==> src/rtl/baud_tick_gen.sv <==
// ----------------------------------------------------------------------------
// baud_tick_gen
//
// Fractional-N oversample tick generator for a UART-style receiver or
// transmitter. A period counter produces one os_tick per oversample period.
// The period is div + frac/2^F clocks on average: each period lasts
// max(div,1) clocks, plus one extra clock whenever the fractional
// accumulator carries. Every OS-th os_tick is also flagged as bit_tick.
//
// A new divisor/fraction is written into shadow registers and only becomes
// active at a period boundary. The boundary is the next wrap, a sync pulse,
// or an idle (en=0) cycle. This keeps a single period from mixing the old
// and new divisors.
//
// Parameters
//   N        integer divisor width
//   F        fractional divisor width (fraction unit = 1/2^F clock)
//   OS       oversample ticks per bit (power of two, >= 2)
//   OSW      width of os_cnt, log2(OS)
//   DEF_DIV  divisor loaded at reset
//   DEF_FRAC fraction loaded at reset
//
// Ports
//   clk         in   sole clock, rising edge
//   reset       in   synchronous active-high reset
//   en          in   count enable; low holds the counter and blocks ticks
//   sync        in   one-cycle phase restart (start-bit alignment)
//   cfg_wr      in   one-cycle write strobe for cfg_div / cfg_frac
//   cfg_div     in   [N-1:0] integer part of the oversample period
//   cfg_frac    in   [F-1:0] fractional part of the oversample period
//   os_tick     out  registered one-cycle oversample tick
//   bit_tick    out  registered one-cycle bit tick (every OS-th os_tick)
//   os_cnt      out  [OSW-1:0] current oversample index
//   cfg_pending out  shadow configuration written but not yet active
// ----------------------------------------------------------------------------
module baud_tick_gen #(
   parameter int N        = 16,
   parameter int F        = 4,
   parameter int OS       = 16,
   parameter int OSW      = 4,
   parameter int DEF_DIV  = 32'sd163,
   parameter int DEF_FRAC = 32'sd0
) (
   input  logic           clk,
   input  logic           reset,
   input  logic           en,
   input  logic           sync,
   input  logic           cfg_wr,
   input  logic [N-1:0]   cfg_div,
   input  logic [F-1:0]   cfg_frac,
   output logic           os_tick,
   output logic           bit_tick,
   output logic [OSW-1:0] os_cnt,
   output logic           cfg_pending
);

   localparam logic [N-1:0]   DEF_DIV_V  = DEF_DIV[N-1:0];
   localparam logic [F-1:0]   DEF_FRAC_V = DEF_FRAC[F-1:0];
   localparam logic [N-1:0]   DIV_ONE    = {{(N-1){1'b0}}, 1'b1};
   localparam logic [N:0]     X_ONE      = {{N{1'b0}}, 1'b1};
   localparam logic [OSW-1:0] OS_ONE     = {{(OSW-1){1'b0}}, 1'b1};
   localparam logic [OSW-1:0] OS_LAST    = {OSW{1'b1}};

   // ------------------------------------------------------------------------
   // State
   // ------------------------------------------------------------------------
   logic [N:0]     x;          // position inside the current period
   logic [F-1:0]   acc;        // fractional accumulator
   logic           ext;        // carry: current period is one clock longer
   logic [N-1:0]   div_r;      // active integer divisor
   logic [F-1:0]   frac_r;     // active fraction
   logic [N-1:0]   div_s;      // shadow integer divisor (register)
   logic [F-1:0]   frac_s;     // shadow fraction (register)

   // ------------------------------------------------------------------------
   // Combinational helpers
   // ------------------------------------------------------------------------
   logic [N-1:0]   div_eff_s;
   logic [N:0]     period_s;
   logic [N:0]     last_s;
   logic           wrap_s;
   logic           apply_s;
   logic [F:0]     frac_sum_s;

   logic [N:0]     x_nxt_s;
   logic [F-1:0]   acc_nxt_s;
   logic           ext_nxt_s;
   logic [OSW-1:0] os_cnt_nxt_s;
   logic           os_tick_nxt_s;
   logic           bit_tick_nxt_s;

   logic [N-1:0]   div_r_nxt_s;
   logic [F-1:0]   frac_r_nxt_s;
   logic [N-1:0]   div_s_nxt_s;
   logic [F-1:0]   frac_s_nxt_s;
   logic           pending_nxt_s;

   // Period length and wrap detection for the current period.
   always_comb begin
      // A zero divisor is treated as one so the counter always makes progress.
      if (div_r == {N{1'b0}}) begin
         div_eff_s = DIV_ONE;
      end else begin
         div_eff_s = div_r;
      end
      // One bit wider than the divisor so div + carry can never overflow.
      period_s   = {1'b0, div_eff_s} + {{N{1'b0}}, ext};
      last_s     = period_s - X_ONE;
      // ">=" rather than "==": if the divisor shrinks while idle and x is
      // already past the new end, the period still closes immediately.
      wrap_s     = en & ~sync & (x >= last_s);
      // The wrap that closes a period always uses the fraction of that period.
      frac_sum_s = {1'b0, acc} + {1'b0, frac_r};
      // A pending configuration goes live at any period boundary.
      apply_s    = cfg_pending & (wrap_s | sync | ~en);
   end

   // Next state of the period counter, accumulator, index and tick flags.
   always_comb begin
      x_nxt_s        = x;
      acc_nxt_s      = acc;
      ext_nxt_s      = ext;
      os_cnt_nxt_s   = os_cnt;
      os_tick_nxt_s  = 1'b0;
      bit_tick_nxt_s = 1'b0;
      if (sync) begin
         // Phase restart: discard the partial period, no tick this cycle.
         x_nxt_s      = {(N+1){1'b0}};
         acc_nxt_s    = {F{1'b0}};
         ext_nxt_s    = 1'b0;
         os_cnt_nxt_s = {OSW{1'b0}};
      end else if (!en) begin
         // Idle: everything holds, ticks stay low.
         x_nxt_s      = x;
         os_cnt_nxt_s = os_cnt;
      end else if (wrap_s) begin
         x_nxt_s        = {(N+1){1'b0}};
         acc_nxt_s      = frac_sum_s[F-1:0];
         ext_nxt_s      = frac_sum_s[F];
         os_cnt_nxt_s   = os_cnt + OS_ONE;   // OS is a power of two: natural wrap
         os_tick_nxt_s  = 1'b1;
         bit_tick_nxt_s = (os_cnt == OS_LAST);
      end else begin
         x_nxt_s = x + X_ONE;
      end
   end

   // Next state of the active/shadow configuration and the pending flag.
   always_comb begin
      div_r_nxt_s   = div_r;
      frac_r_nxt_s  = frac_r;
      div_s_nxt_s   = div_s;
      frac_s_nxt_s  = frac_s;
      pending_nxt_s = cfg_pending;
      if (cfg_wr && sync) begin
         // Write coincident with a phase restart: new values are live at once.
         div_r_nxt_s   = cfg_div;
         frac_r_nxt_s  = cfg_frac;
         div_s_nxt_s   = cfg_div;
         frac_s_nxt_s  = cfg_frac;
         pending_nxt_s = 1'b0;
      end else if (apply_s && cfg_wr) begin
         // The older pending write goes live; the new one waits its turn.
         div_r_nxt_s   = div_s;
         frac_r_nxt_s  = frac_s;
         div_s_nxt_s   = cfg_div;
         frac_s_nxt_s  = cfg_frac;
         pending_nxt_s = 1'b1;
      end else if (apply_s) begin
         div_r_nxt_s   = div_s;
         frac_r_nxt_s  = frac_s;
         pending_nxt_s = 1'b0;
      end else if (cfg_wr) begin
         // A repeated write simply overwrites the shadow; last write wins.
         div_s_nxt_s   = cfg_div;
         frac_s_nxt_s  = cfg_frac;
         pending_nxt_s = 1'b1;
      end else begin
         pending_nxt_s = cfg_pending;
      end
   end

   // Period counter, accumulator, oversample index and registered ticks.
   always_ff @(posedge clk) begin
      if (reset) begin
         x        <= {(N+1){1'b0}};
         acc      <= {F{1'b0}};
         ext      <= 1'b0;
         os_cnt   <= {OSW{1'b0}};
         os_tick  <= 1'b0;
         bit_tick <= 1'b0;
      end else begin
         x        <= x_nxt_s;
         acc      <= acc_nxt_s;
         ext      <= ext_nxt_s;
         os_cnt   <= os_cnt_nxt_s;
         os_tick  <= os_tick_nxt_s;
         bit_tick <= bit_tick_nxt_s;
      end
   end

   // Active and shadow divisor registers plus the pending flag.
   always_ff @(posedge clk) begin
      if (reset) begin
         div_r       <= DEF_DIV_V;
         frac_r      <= DEF_FRAC_V;
         div_s       <= DEF_DIV_V;
         frac_s      <= DEF_FRAC_V;
         cfg_pending <= 1'b0;
      end else begin
         div_r       <= div_r_nxt_s;
         frac_r      <= frac_r_nxt_s;
         div_s       <= div_s_nxt_s;
         frac_s      <= frac_s_nxt_s;
         cfg_pending <= pending_nxt_s;
      end
   end

endmodule

==> config.mk <==
export PLATFORM = sky130hd
export DESIGN_NAME = baud_tick_gen
export DESIGN_NICKNAME = d
export VERILOG_FILES = /design/src/rtl/baud_tick_gen.sv
export SDC_FILE = /design/constraint.sdc
export NUM_CORES = 1
export LEC_CHECK = 0
export BUFFER_PORTS_ARGS = -buffer_cell sky130_fd_sc_hd__buf_4
export CAP_MARGIN = 20
export CORE_ASPECT_RATIO = 0.8
export CORE_MARGIN = 10
export CORE_UTILIZATION = 52
export DETAILED_ROUTE_END_ITERATION = 16
export GPL_ROUTABILITY_DRIVEN = 0
export PLACE_DENSITY = 0.7
export SLEW_MARGIN = 20
export SYNTH_ARGS = -nofsm -noshare
export SYNTH_HDL_FRONTEND = slang
export SYNTH_SLANG_ARGS = --single-unit
==> constraint.sdc <==
create_clock -name clk -period 10.7 [get_ports clk]
set_input_delay 2.675 -clock clk [delete_from_list [all_inputs] [get_ports clk]]
set_output_delay 2.675 -clock clk [all_outputs]
set_load 0.05 [all_outputs]
==> impl_summary.md <==
Setup path
For flop-to-flop paths, the worst setup slack is 5.86 ns. The slowest stage of the critical path is the o211ai_4 cell. In this run the critical register-to-register path is captured at div_r[5]$_SDFFE_PP1P_. The kind of end point of the critical path is a flop. The launch point of the worst reg-to-reg path is div_r[12]$_SDFFE_PP0P_. By instance count, the cell type seen most on the critical path is ha_1. Traced cell by cell, the critical path runs through or4_1, o41a_1, ha_1, ha_1, nand2b_1, nor4_1, nand2b_1, or2_1, nor2_1, xnor2_1, ha_1, nand2_1, nor2_1, o21ai_1, o211ai_4, nand2_1, mux2i_1. The combined buffer and inverter count along the critical path is 0. The length in cells of the worst reg-to-reg path is 17.

The required time reported for the critical path endpoint is 10.91 ns. For the worst setup path, the data arrival time is 5.05 ns. The worst-path maximum fanout is 33.

The stage delay of the slowest cell on the critical path is 0.87 ns. STA classifies the critical path startpoint as a flop. The worst setup path is of the reg2reg kind.

The kind of cell adding the most delay to the critical path is simple AND/OR/NAND/NOR gates.

Finish
Counting the fill cells in the layout gives 618. At the end of the flow, the number of nets in the layout was 481. In the final layout, the share of cells above drive strength 1 is 17.5%. The sequential cells in the finished layout cover a total of 1380 µm². In the final layout, the multi-input gates occupy 2310 µm². The antenna diode instance count is 0. The layout overhead on the synthesized area is 11.1%.

Job
The max-cap violation count is 0.

Global routing
The first-pass GRT wire length is 13.5 mm. After global routing the overflow that remains totals 0. The aggregate global-route resource usage is 14.5%.

The maximum number of pins on one net before global-route repair is 49. The via count of the first global-routing pass came to 2882. The initial antenna violation count is 0.

Routing
In the routed layout, each cell is associated on average with a via count of 5.67. The first-pass iteration count of the detailed router is 4. The via count of the routed design is 2958. Once detail routing completed, the nets flagged for antenna violations numbered 0. The initial DRC count is 167. The final wirelength is 7.94 mm. In the final routed layout, each cell accounts on average for 15.2 µm. The post-detailed-route DRC marker count is 0.

Timing
The shortest period the worst path allows is 4.84 ns. The maximum achievable frequency is 0.207 GHz. The max-slew violation total from the final report is 0.

The count of final hold-check violations is 0. Summed over all failing endpoints, the final setup total negative slack is 0 ns. The setup violation total in the final timing report is 0. The headroom to the max-slew limit is 29.6%. Setup repair after global routing left no endpoint under its margin. The worst-case clock skew is 0.00964 ns. The part of the cycle the worst path needs is 45.2%.

For the pin with the worst max-slew slack, the measured transition is 1.05 ns.

Hold path
The startpoint identified for the worst hold timing path is ext$_SDFFE_PP0P_. The count of cells along the worst hold path is 2. The worst hold path belongs to the class reg2reg. The capture endpoint of the worst hold path is ext$_SDFFE_PP0P_.

Power and ir drop
Power comes to 0.567 mW. Summed over all cells, the static leakage comes to 1.72 nW. Power spread over the standard cell area amounts to 133 nW/µm². The peak supply drop is 0.0796 mV.

Clocking
TritonCTS built the clock tree. The root buffer selected by CTS is clkbuf_8. In this run the deepest clock path goes through 2 buffers.

The buffer count from post-CTS setup fixing is 0. The clock insertion delay at the later pin of the skew report is 0.35 ns. After clock tree synthesis, the clock-pin slew on the worst setup and hold paths is 0.08 ns. For this design, the CTS-stage hold fixing added 0 buffers. Post-CTS repair changed the size of 0 cells. Counting the buffers created by CTS gives 9. The level count of the clock H-tree is 3. The number of clock sinks is 69.

Logic synthesis
The synthesized design contains 69 register bits. The combinational family with the most area after synthesis is compound AO/OA/AOI/OAI gates. The summed instance area of the synthesized netlist is 3850 µm². Yosys printed 0 warnings.

The share of cell area taken by muxes after synthesis is 9.36%. Summing the sequential cell areas from Yosys gives 35.9% of the chip area. Summing the areas of all compound-gate instances in the mapped netlist gives 18.7% of the synthesized area. The area fraction in and, or, nand and nor cells after synthesis is 17.0%. Synthesis produced 410 cells. The post-synthesis cell type count is 49.

A synthesized cell averages 9.39 µm². Of the total synthesized cell area, the portion taken by full adders, half adders and majority gates is 8.65%. When the netlist entered floorplanning its net count stood at 461. The xor and xnor area share after synthesis is 6.37%.

Placed design
Detailed placement ended at an HPWL of 5.73 mm. The number of port buffers is 31.

Floorplan
The area of the die is 11300 µm². For this design the top-level I/O count stands at 32. The x dimension of the die is 116 µm. The initial core utilization is 54.8%. The chip height is 97.0 µm. The floorplan has 27 rows.

The core area is 7030 µm².

Outcome
The flow ran to the end, and the final reports show no timing, DRC or antenna violations.
report_power, final:
part | internal (mW) | switching, mW
Sequential | 0.268 | 0.00970
Combinational | 0.0323 | 0.0415
Clock | 0.110 | 0.106
worst reg2reg max path, stage by stage (launching register included):
cell	delay, ns
dfxtp_1	0.36
or4_1	0.59
o41a_1	0.44
ha_1	0.22
ha_1	0.21
nand2b_1	0.11
nor4_1	0.07
nand2b_1	0.13
or2_1	0.16
nor2_1	0.06
xnor2_1	0.13
ha_1	0.29
nand2_1	0.07
nor2_1	0.24
o21ai_1	0.21
o211ai_4	0.87
nand2_1	0.35
mux2i_1	0.20
metal layers:
metal,track usage (%),routed length [µm],vias up
li1,-,-,1529
met1,19.7,4120,1375
met2,21.2,3420,48
met3,4.50,326,6
met4,4.29,76,0
met5,0,0,-
registers in the layout, indices dropped and copies added (netlist names):
name / flops
div_r: 16
frac_s: 4
bit_tick: 1
ext: 1
os_tick: 1
acc: 4
div_s: 16
os_cnt: 4
frac_r: 4
cfg_pending: 1
x: 17
worst max path at each step:
stage / cells after the start / start / to / slack, ns
floorplan: 18 / div_r[12]$_SDFFE_PP0P_ / div_r[2]$_SDFFE_PP0P_ / 6.76
global placement: 6 / cfg_wr / div_r[5]$_SDFFE_PP1P_ / 5.80
detailed placement: 6 / cfg_wr / div_r[1]$_SDFFE_PP1P_ / 5.74
CTS: 17 / div_r[12]$_SDFFE_PP0P_ / div_r[7]$_SDFFE_PP1P_ / 5.84
global route: 17 / div_r[7]$_SDFFE_PP1P_ / div_r[7]$_SDFFE_PP1P_ / 5.54
finish: 17 / div_r[12]$_SDFFE_PP0P_ / div_r[5]$_SDFFE_PP1P_ / 5.86
cells in the final DEF, fill, tap and decap left out, types with 2 or more instances in the layout:
cell type    n
dfxtp_1     69
nor2_1      50
mux2i_1     36
a21oi_1     34
buf_4       32
ha_1        25
nand2_1     17
xnor2_1     16
a311oi_2    16
nand3_1     15
xor2_1      12
inv_1       10
o21ai_1      9
clkbuf_8     9
nand4_1      8
nor3_1       7
nor2b_1      7
or3_1        5
o21ai_0      5
and3_1       5
a211oi_1     5
nand2b_1     4
a211o_1      4
nor4_1       3
a211oi_2     3
or4_1        2
clkinvlp_4   2
inv_6        2
layout make-up:
class | count | share of cell area [%]
clock inverter | 6 | 1.67
multi-input combinational | 308 | 54.0
inverter | 10 | 0.878
tap | 87 | 2.55
timing repair buffer | 32 | 5.62
sequential | 69 | 32.3
clock buffer | 10 | 2.98
metrics by stage:
step                      worst slack, ns  util [%]  cells  area, µm²  hold WS (ns)
final                                5.86      60.9    522       4280         0.489
after global routing                 5.54      60.9    522       4280         0.497
after CTS                            5.84      60.9    522       4280         0.487
after detailed placement             5.74      58.0    506       4080         0.473
after global placement               5.80      58.0    506       4080         0.466
after floorplan                      6.76         -    410       3850         0.454
logic make-up (layout without fill, tap and decap cells):
kind of cell	after synthesis	in the layout
fa+ha+maj	26	26
buf+inv	33	58
compound gates	86	86
simple gates	132	132
flops	69	69
xor+xnor	28	28
mux	36	36
Yosys cell counts (all sizes together):
library cell | instances | area share, %
fa | 1 | 0.52
a31oi | 1 | 0.16
or3 | 5 | 0.81
xnor2 | 16 | 3.6
mux2i | 36 | 9.4
and4 | 2 | 0.52
nand2b | 4 | 0.65
and3 | 5 | 0.81
nor4 | 4 | 0.81
nor2 | 51 | 5.0
o211ai | 2 | 0.75
and2 | 1 | 0.23
a21boi | 1 | 0.20
a211o | 4 | 0.91
o41ai | 1 | 0.42
or4 | 2 | 0.39
nand2 | 17 | 1.7
clkbuf | 15 | 1.5
a311oi | 17 | 6.9
nor2b | 7 | 1.1
a21oi | 34 | 4.4
o21ai | 15 | 2.0
o21a | 1 | 0.39
buf | 8 | 1.6
ha | 25 | 8.1
nor4b | 1 | 0.23
a211oi | 8 | 2.0
xor2 | 12 | 2.7
or2 | 2 | 0.33
dfxtp | 69 | 36
nand3 | 15 | 2.0
nor3 | 7 | 0.91
o41a | 1 | 0.29
nand3b | 1 | 0.20
a21o | 1 | 0.20
nand4 | 8 | 1.3
inv | 10 | 0.98
Note: power is estimated with default switching activity, not from simulation.
